File: src/rtl/bird_dispatcher.sv
// Per-duck lifecycle sequencer for one round: wait, spawn, fly, then fall or escape, until the keeper reports no birds left.
// All outputs are registered; one phase timer is shared by every timed state and counts frame ticks.
module bird_dispatcher #(
   parameter int SPAWN_DELAY   = 60,
   parameter int FLIGHT_FRAMES = 300,
   parameter int FALL_FRAMES   = 45,
   parameter int ESCAPE_FRAMES = 30
) (
   input  logic       Clk,
   input  logic       Reset,
   input  logic       frame_tick,
   input  logic       start,
   input  logic       bird_hit,
   input  logic       no_birds_left,
   output logic [2:0] state,
   output logic       spawn,
   output logic       flew_away,
   output logic       bird_active,
   output logic       bird_falling,
   output logic [9:0] spawn_x,
   output logic [9:0] frames_left,
   output logic [7:0] hits
);

   typedef enum logic [2:0] {
      IDLE   = 3'd0,
      WAIT   = 3'd1,
      FLY    = 3'd2,
      FALL   = 3'd3,
      ESCAPE = 3'd4,
      OVER   = 3'd5
   } state_t;

   // A zero duration behaves as one frame so every timed state still expires.
   localparam logic [9:0] SPAWN_LD  = (SPAWN_DELAY   < 1) ? 10'd1 : 10'(SPAWN_DELAY);
   localparam logic [9:0] FLIGHT_LD = (FLIGHT_FRAMES < 1) ? 10'd1 : 10'(FLIGHT_FRAMES);
   localparam logic [9:0] FALL_LD   = (FALL_FRAMES   < 1) ? 10'd1 : 10'(FALL_FRAMES);
   localparam logic [9:0] ESCAPE_LD = (ESCAPE_FRAMES < 1) ? 10'd1 : 10'(ESCAPE_FRAMES);

   state_t      st;
   logic [15:0] lfsr;
   logic        lfsr_fb;
   logic        expire;

   assign lfsr_fb = lfsr[0] ^ lfsr[2] ^ lfsr[3] ^ lfsr[5];
   assign expire  = frame_tick && (frames_left == 10'd1);
   assign state   = st;

   always_ff @(posedge Clk) begin
      if (Reset) begin
         st           <= IDLE;
         lfsr         <= 16'hACE1;
         spawn        <= 1'b0;
         flew_away    <= 1'b0;
         bird_active  <= 1'b0;
         bird_falling <= 1'b0;
         spawn_x      <= 10'd0;
         frames_left  <= 10'd0;
         hits         <= 8'd0;
      end else begin
         lfsr      <= {lfsr_fb, lfsr[15:1]};
         spawn     <= 1'b0;
         flew_away <= 1'b0;
         case (st)
            IDLE: begin
               if (start) begin
                  st          <= WAIT;
                  frames_left <= SPAWN_LD;
               end
            end
            WAIT: begin
               // The keeper's verdict outranks a pending spawn.
               if (no_birds_left) begin
                  st <= OVER;
               end else if (expire) begin
                  st          <= FLY;
                  spawn       <= 1'b1;
                  spawn_x     <= {1'b0, lfsr[8:0]} + 10'd64;
                  frames_left <= FLIGHT_LD;
                  bird_active <= 1'b1;
               end else if (frame_tick) begin
                  frames_left <= frames_left - 10'd1;
               end
            end
            FLY: begin
               if (bird_hit) begin
                  st           <= FALL;
                  frames_left  <= FALL_LD;
                  bird_active  <= 1'b0;
                  bird_falling <= 1'b1;
                  if (hits != 8'hFF) hits <= hits + 8'd1;
               end else if (expire) begin
                  st          <= ESCAPE;
                  frames_left <= ESCAPE_LD;
               end else if (frame_tick) begin
                  frames_left <= frames_left - 10'd1;
               end
            end
            FALL: begin
               if (expire) begin
                  bird_falling <= 1'b0;
                  if (no_birds_left) begin
                     st <= OVER;
                  end else begin
                     st          <= WAIT;
                     frames_left <= SPAWN_LD;
                  end
               end else if (frame_tick) begin
                  frames_left <= frames_left - 10'd1;
               end
            end
            ESCAPE: begin
               if (expire) begin
                  st          <= WAIT;
                  flew_away   <= 1'b1;
                  bird_active <= 1'b0;
                  frames_left <= SPAWN_LD;
               end else if (frame_tick) begin
                  frames_left <= frames_left - 10'd1;
               end
            end
            OVER: begin
               st <= OVER;
            end
            default: begin
               st           <= IDLE;
               bird_active  <= 1'b0;
               bird_falling <= 1'b0;
               frames_left  <= 10'd0;
            end
         endcase
      end
   end

endmodule

File: config.mk
export PLATFORM = sky130hd
export DESIGN_NAME = bird_dispatcher
export DESIGN_NICKNAME = d
export VERILOG_FILES = /design/src/rtl/bird_dispatcher.sv
export SDC_FILE = /design/constraint.sdc
export NUM_CORES = 1
export LEC_CHECK = 0
export BUFFER_PORTS_ARGS = -buffer_cell sky130_fd_sc_hd__buf_4
export CAP_MARGIN = 20
export CORE_MARGIN = 2
export CORE_UTILIZATION = 50
export CTS_CLUSTER_DIAMETER = 80
export DETAILED_ROUTE_END_ITERATION = 8
export GPL_TIMING_DRIVEN = 0
export PLACE_DENSITY = 0.72
export SLEW_MARGIN = 20
export SYNTH_ARGS = -nofsm -noshare
export SYNTH_HDL_FRONTEND = slang
export SYNTH_SLANG_ARGS = --single-unit
File: constraint.sdc
create_clock -name Clk -period 3.2 [get_ports Clk]
set_clock_uncertainty 0.1 [all_clocks]
set_input_delay 0 -clock Clk [delete_from_list [all_inputs] [get_ports Clk]]
set_output_delay 0 -clock Clk [all_outputs]
set_load 0.02 [all_outputs]
---- After elaboration in Yosys (flattened, before gate mapping) ----
Index checks and enable logic that the tools add are counted.
operators by class
  bitwise operators ....................... 9
  add/sub/neg operators ................... 3
  reductions and logical operators ........ 12
  mux-type cells .......................... 27
  equal/unequal tests ..................... 16
operators by type and width
  cell                   number
  $mux 10                9
  $pmux 10 s6            1
  $mux 3                 8
  $pmux 3 s6             1
  $ne 2x2->1 const B     6
  $add 9x7->10 const B   1
  $eq 10x1->1 const B    1
  $reduce_and 5->1       2
  $sub 10x1->10 const B  1
  $ne 3x3->1 const B     3
  $reduce_and 3->1       3
  $add 8x1->8 const B    1
  $ne 8x8->1 const B     1
  $eq 3x2->1 const B     2
  $eq 3x3->1 const B     2
  $mux 1                 6
  $not 1->1              6
  $reduce_or 3->1        2
  $pmux 1 s4             1
  $reduce_and 4->1       1
  $reduce_or 4->1        1
  $eq 3x1->1 const B     1
  $logic_not 3->1        1
  $pmux 1 s3             1
  3 further kinds        5
storage, ports and cells
  input port bits ......................... 6
  bits in registers ....................... 51

---- Depth between registers and ports, before layout ----
  word-level depth ........................ 5
  mapped depth ............................ 8

---- Worst setup path after synthesis ----
Ideal clock, no wire load.
  path kind ............................... register -> register
  start point ............................. register frames_left[1]
  end point ............................... register frames_left[3]
  setup time .............................. 0.132 ns
  setup slack ............................. 1.222 ns
  arrival time ............................ 1.746 ns
  stages on the path, launching flop included .. 9
  buffers on the path ..................... 1
  data required time ...................... 2.968 ns
  cells stage by stage .................... dfxtp_1 > inv_1 > ha_1 > nor2b_1 > nand4b_2 > clkbuf_1 > a31oi_1 > nor3_1 > nor3_2
on the way
  cells in the longest elaborated chain, start to end .. 5
  elaborated cells between the ends (all ways) .. 13
  classes of those cells .................. add/sub: 1; eq/ne: 2; mux: 8; reduce/logical: 2
RTL lines
  what                                          line    text
  start: declaration                            21      output logic [9:0] frames_left,
  start signal: assignment                      82      frames_left <= frames_left - 10'd1;
  start signal: assignment                      96      frames_left <= frames_left - 10'd1;
  start signal: assignment                      109     frames_left <= frames_left - 10'd1;
  $sub 10x1->10 or $eq 10x1->1 (tied branches)  --
  $mux 10 or $logic_and 1x1->1 (tied branches)  --
  $mux 10, on equally long branches             92, 75
  $mux 10, on equally long branches             86, 73
  $pmux 10 s6                                   64      case (st)
Parallel ways exist; a longest one is shown, timed or not. The select of a mux whose other input is x is not followed.
A chain may end at the register's enable or synchronous reset.

---- Final worst setup path ----
Same ends and word-level chain as after synthesis.

==> metrics.csv <==
metric;value;unit
synth-edff-count;0;
ir_worst_vdd;0.000352;V
max_slew.worst_pin.slew;0.605;ns
netlist_area;2480;um2
ys_top_cells_by_area;dfxtp_1 (41%), nand2_1 (4.8%), nor2_1 (3.8%), a21oi_1 (3.4%), nor2b_1 (3.3%);
cts_sinks;51;
core-area;4750;um2
ys_seq_area_share;41.1;%
avgSynthCellArea;8.75;um2
worstPathRequired;3.29;ns
syn-num-nets;294;
post-route-period-util;70.8;%
power.density;667;nW/um2
postCtsSetupRepairBufs;0;
finalCriticalPeriod;2.27;ns
fin_ws;0.934;ns
io_pins;41;
antennaDiodeCount;0;
status;complete, no violations;
grt_pass1_wl;9.23;mm
cts_tree;built;
min_delay_path_depth;5;
track_usage;21.6;%
synthArstFlopShare;0;%
synth-seq-cells;51;
routedWlPerCell;14.2;um
final-max-slew-violation-count;0;
layout_commonest_cell;dfxtp_1;
yosysWarnings;0;
dp_hpwl;4.06;mm
worstSetupPathType;reg2reg;
grt_overflow;0;
synth_cell_types;57;
maxCapViolations;0;
final_cell_mix;dfxtp_1 (51), buf_4 (41), nand2_1 (32), nor2_1 (25), a21oi_1 (17);
finalNonFillerCells;402;
min_path_type;in2reg;
post-place-ws;0.973;ns
die_area;5550;um2
rows;25;
synth_top_area_share;41.1;%
num_vias;2224;
post-route-drc-count;0;
cts_buffers;5;
power.leakage;1.18;nW
reg2regPathDepth;8;
synthCells;284;
cp_max_fo;10;
io_buffers;40;
routabilityCongestion;0.849;
layout.nets;344;
firstDrtPassIters;4;
cts_buffer_depth;2;
h-tree-depth;2;
synth_top_cell_by_area;dfxtp_1;
cts_root_buf;clkbuf_8;
avgViaCountPerCell;5.53;
setup_viol;0;
grt_max_degree;17;
relSlewSlack;59.2;%
r2r-start;frames_left[1]$_SDFFE_PP0P_;
die_h;74.5;um
drive_gt1_share;23.0;%
cp.arrival;2.36;ns
dp_cells;391;
reg2reg_to;frames_left[3]$_SDFFE_PP0P_;
drt-initial-drc-count;144;
timing_hold_violations_final;0;
synth_ff_type;dfxtp_1;
rsz0062_at_grt;no;
die-width;74.5;um
antenna_left;0;
syn2layout_area_growth;21.6;%
routed_wl;5.73;mm
start_util;52.3;%
grt_pass1_vias;1933;
start_kind;register;
reg2reg_slack;0.93;ns
antenna_found_initial;0;
insertion_delay;0.31;ns
tns;0;ns
worst_hold_path.endpoint;frames_left[1]$_SDFFE_PP0P_;
min_from;frame_tick;
fmax;441;MHz
cp-end-kind;register;
clk_pin_slew;0.10;ns
## cell families after synthesis
group | after synthesis | share of synthesized area, %
AOI/OAI and AO/OA | 64 | 17.7
xor gates and xnor gates | 14 | 4.93
adders and majority gates | 4 | 2.01
buffers and inverters | 22 | 4.28
DFF | 51 | 41.1
muxes | 2 | 0.806
and+or+nand+nor | 127 | 29.2
## how the worst max path moves through the flow
stage	slack, ns	startpoint	depth (start not counted)	end
after floorplan	1.22	frames_left[1]$_SDFFE_PP0P_	8	frames_left[3]$_SDFFE_PP0P_
after global placement	1.05	frames_left[1]$_SDFFE_PP0P_	8	frames_left[3]$_SDFFE_PP0P_
after detailed placement	0.97	frames_left[1]$_SDFFE_PP0P_	8	frames_left[3]$_SDFFE_PP0P_
after CTS	0.96	frames_left[1]$_SDFFE_PP0P_	8	frames_left[3]$_SDFFE_PP0P_
after global routing	0.82	frames_left[1]$_SDFFE_PP0P_	8	frames_left[3]$_SDFFE_PP0P_
final	0.93	frames_left[1]$_SDFFE_PP0P_	8	frames_left[3]$_SDFFE_PP0P_
## worst max-delay path: stages (launching register included)
cell,delay (ns)
dfxtp_1,0.45
inv_1,0.09
ha_1,0.18
nor2b_1,0.17
nand4b_2,0.25
clkbuf_1,0.44
a31oi_1,0.17
nor3_1,0.23
nor3_2,0.07
## per-stage QoR
step / hold WS [ns] / utilization (%) / total power, mW / instance area (um2)
after floorplan: 0.0709 / - / 1.33 / 2480
after global placement: 0.220 / 60.3 / 1.52 / 2870
after detailed placement: 0.220 / 60.3 / 1.53 / 2870
after CTS: 0.0965 / 63.5 / 2.01 / 3020
after global routing: 0.141 / 63.5 / 2.12 / 3020
final: 0.103 / 63.5 / 2.01 / 3020
## cell usage after synthesis (7+ instances only)
| master | n |
|---|---|
| nand2_1 | 32 |
| nand4_1 | 8 |
| nor2_1 | 25 |
| xor2_1 | 7 |
| o21ai_0 | 15 |
| xnor2_1 | 7 |
| clkbuf_1 | 7 |
| or2_2 | 7 |
| a21oi_1 | 17 |
| dfxtp_1 | 51 |
| inv_1 | 7 |
| nor3_1 | 12 |
| nor2b_1 | 13 |
## state kept, by name (all words and copies together) (netlist names)
name and cells:
flew_away 1, frames_left 10, lfsr 16, spawn_x 10
state 3, hits 8, spawn 1, bird_falling 1
bird_active 1
## area by class of cell
type	instances	area [um2]
Timing Repair Buffer	43	330
Inverter	7	26.3
Fill cell	440	1730
Tap cell	67	83.8
Buffer	15	80.1
Clock buffer	6	82.6
Clock inverter	2	38.8
Multi-Input combinational cell	211	1360
Sequential cell	51	1020
## power breakdown
part / internal (mW) / leakage, nW / switching (mW)
Clock: 0.257 / 0.0618 / 0.223
Sequential: 0.693 / 0.417 / 0.0809
Combinational: 0.320 / 0.697 / 0.439
## per-layer routing
metal	wire (um)	GRT usage, %	share of wire (%)	up-vias
met2	2550	32.0	45	87
met1	2740	31.2	48	1022
met4	73	7.14	1.3	0
met3	362	4.74	6.3	8
met5	0	0	0	-
li1	-	-	-	1107
## what timing repair did
action,4_1_cts,5_1_grt
gates resized for setup,0,0
hold buffers,3,0
hold endpoints to repair,3,0
(Power assumes the default switching activity.)
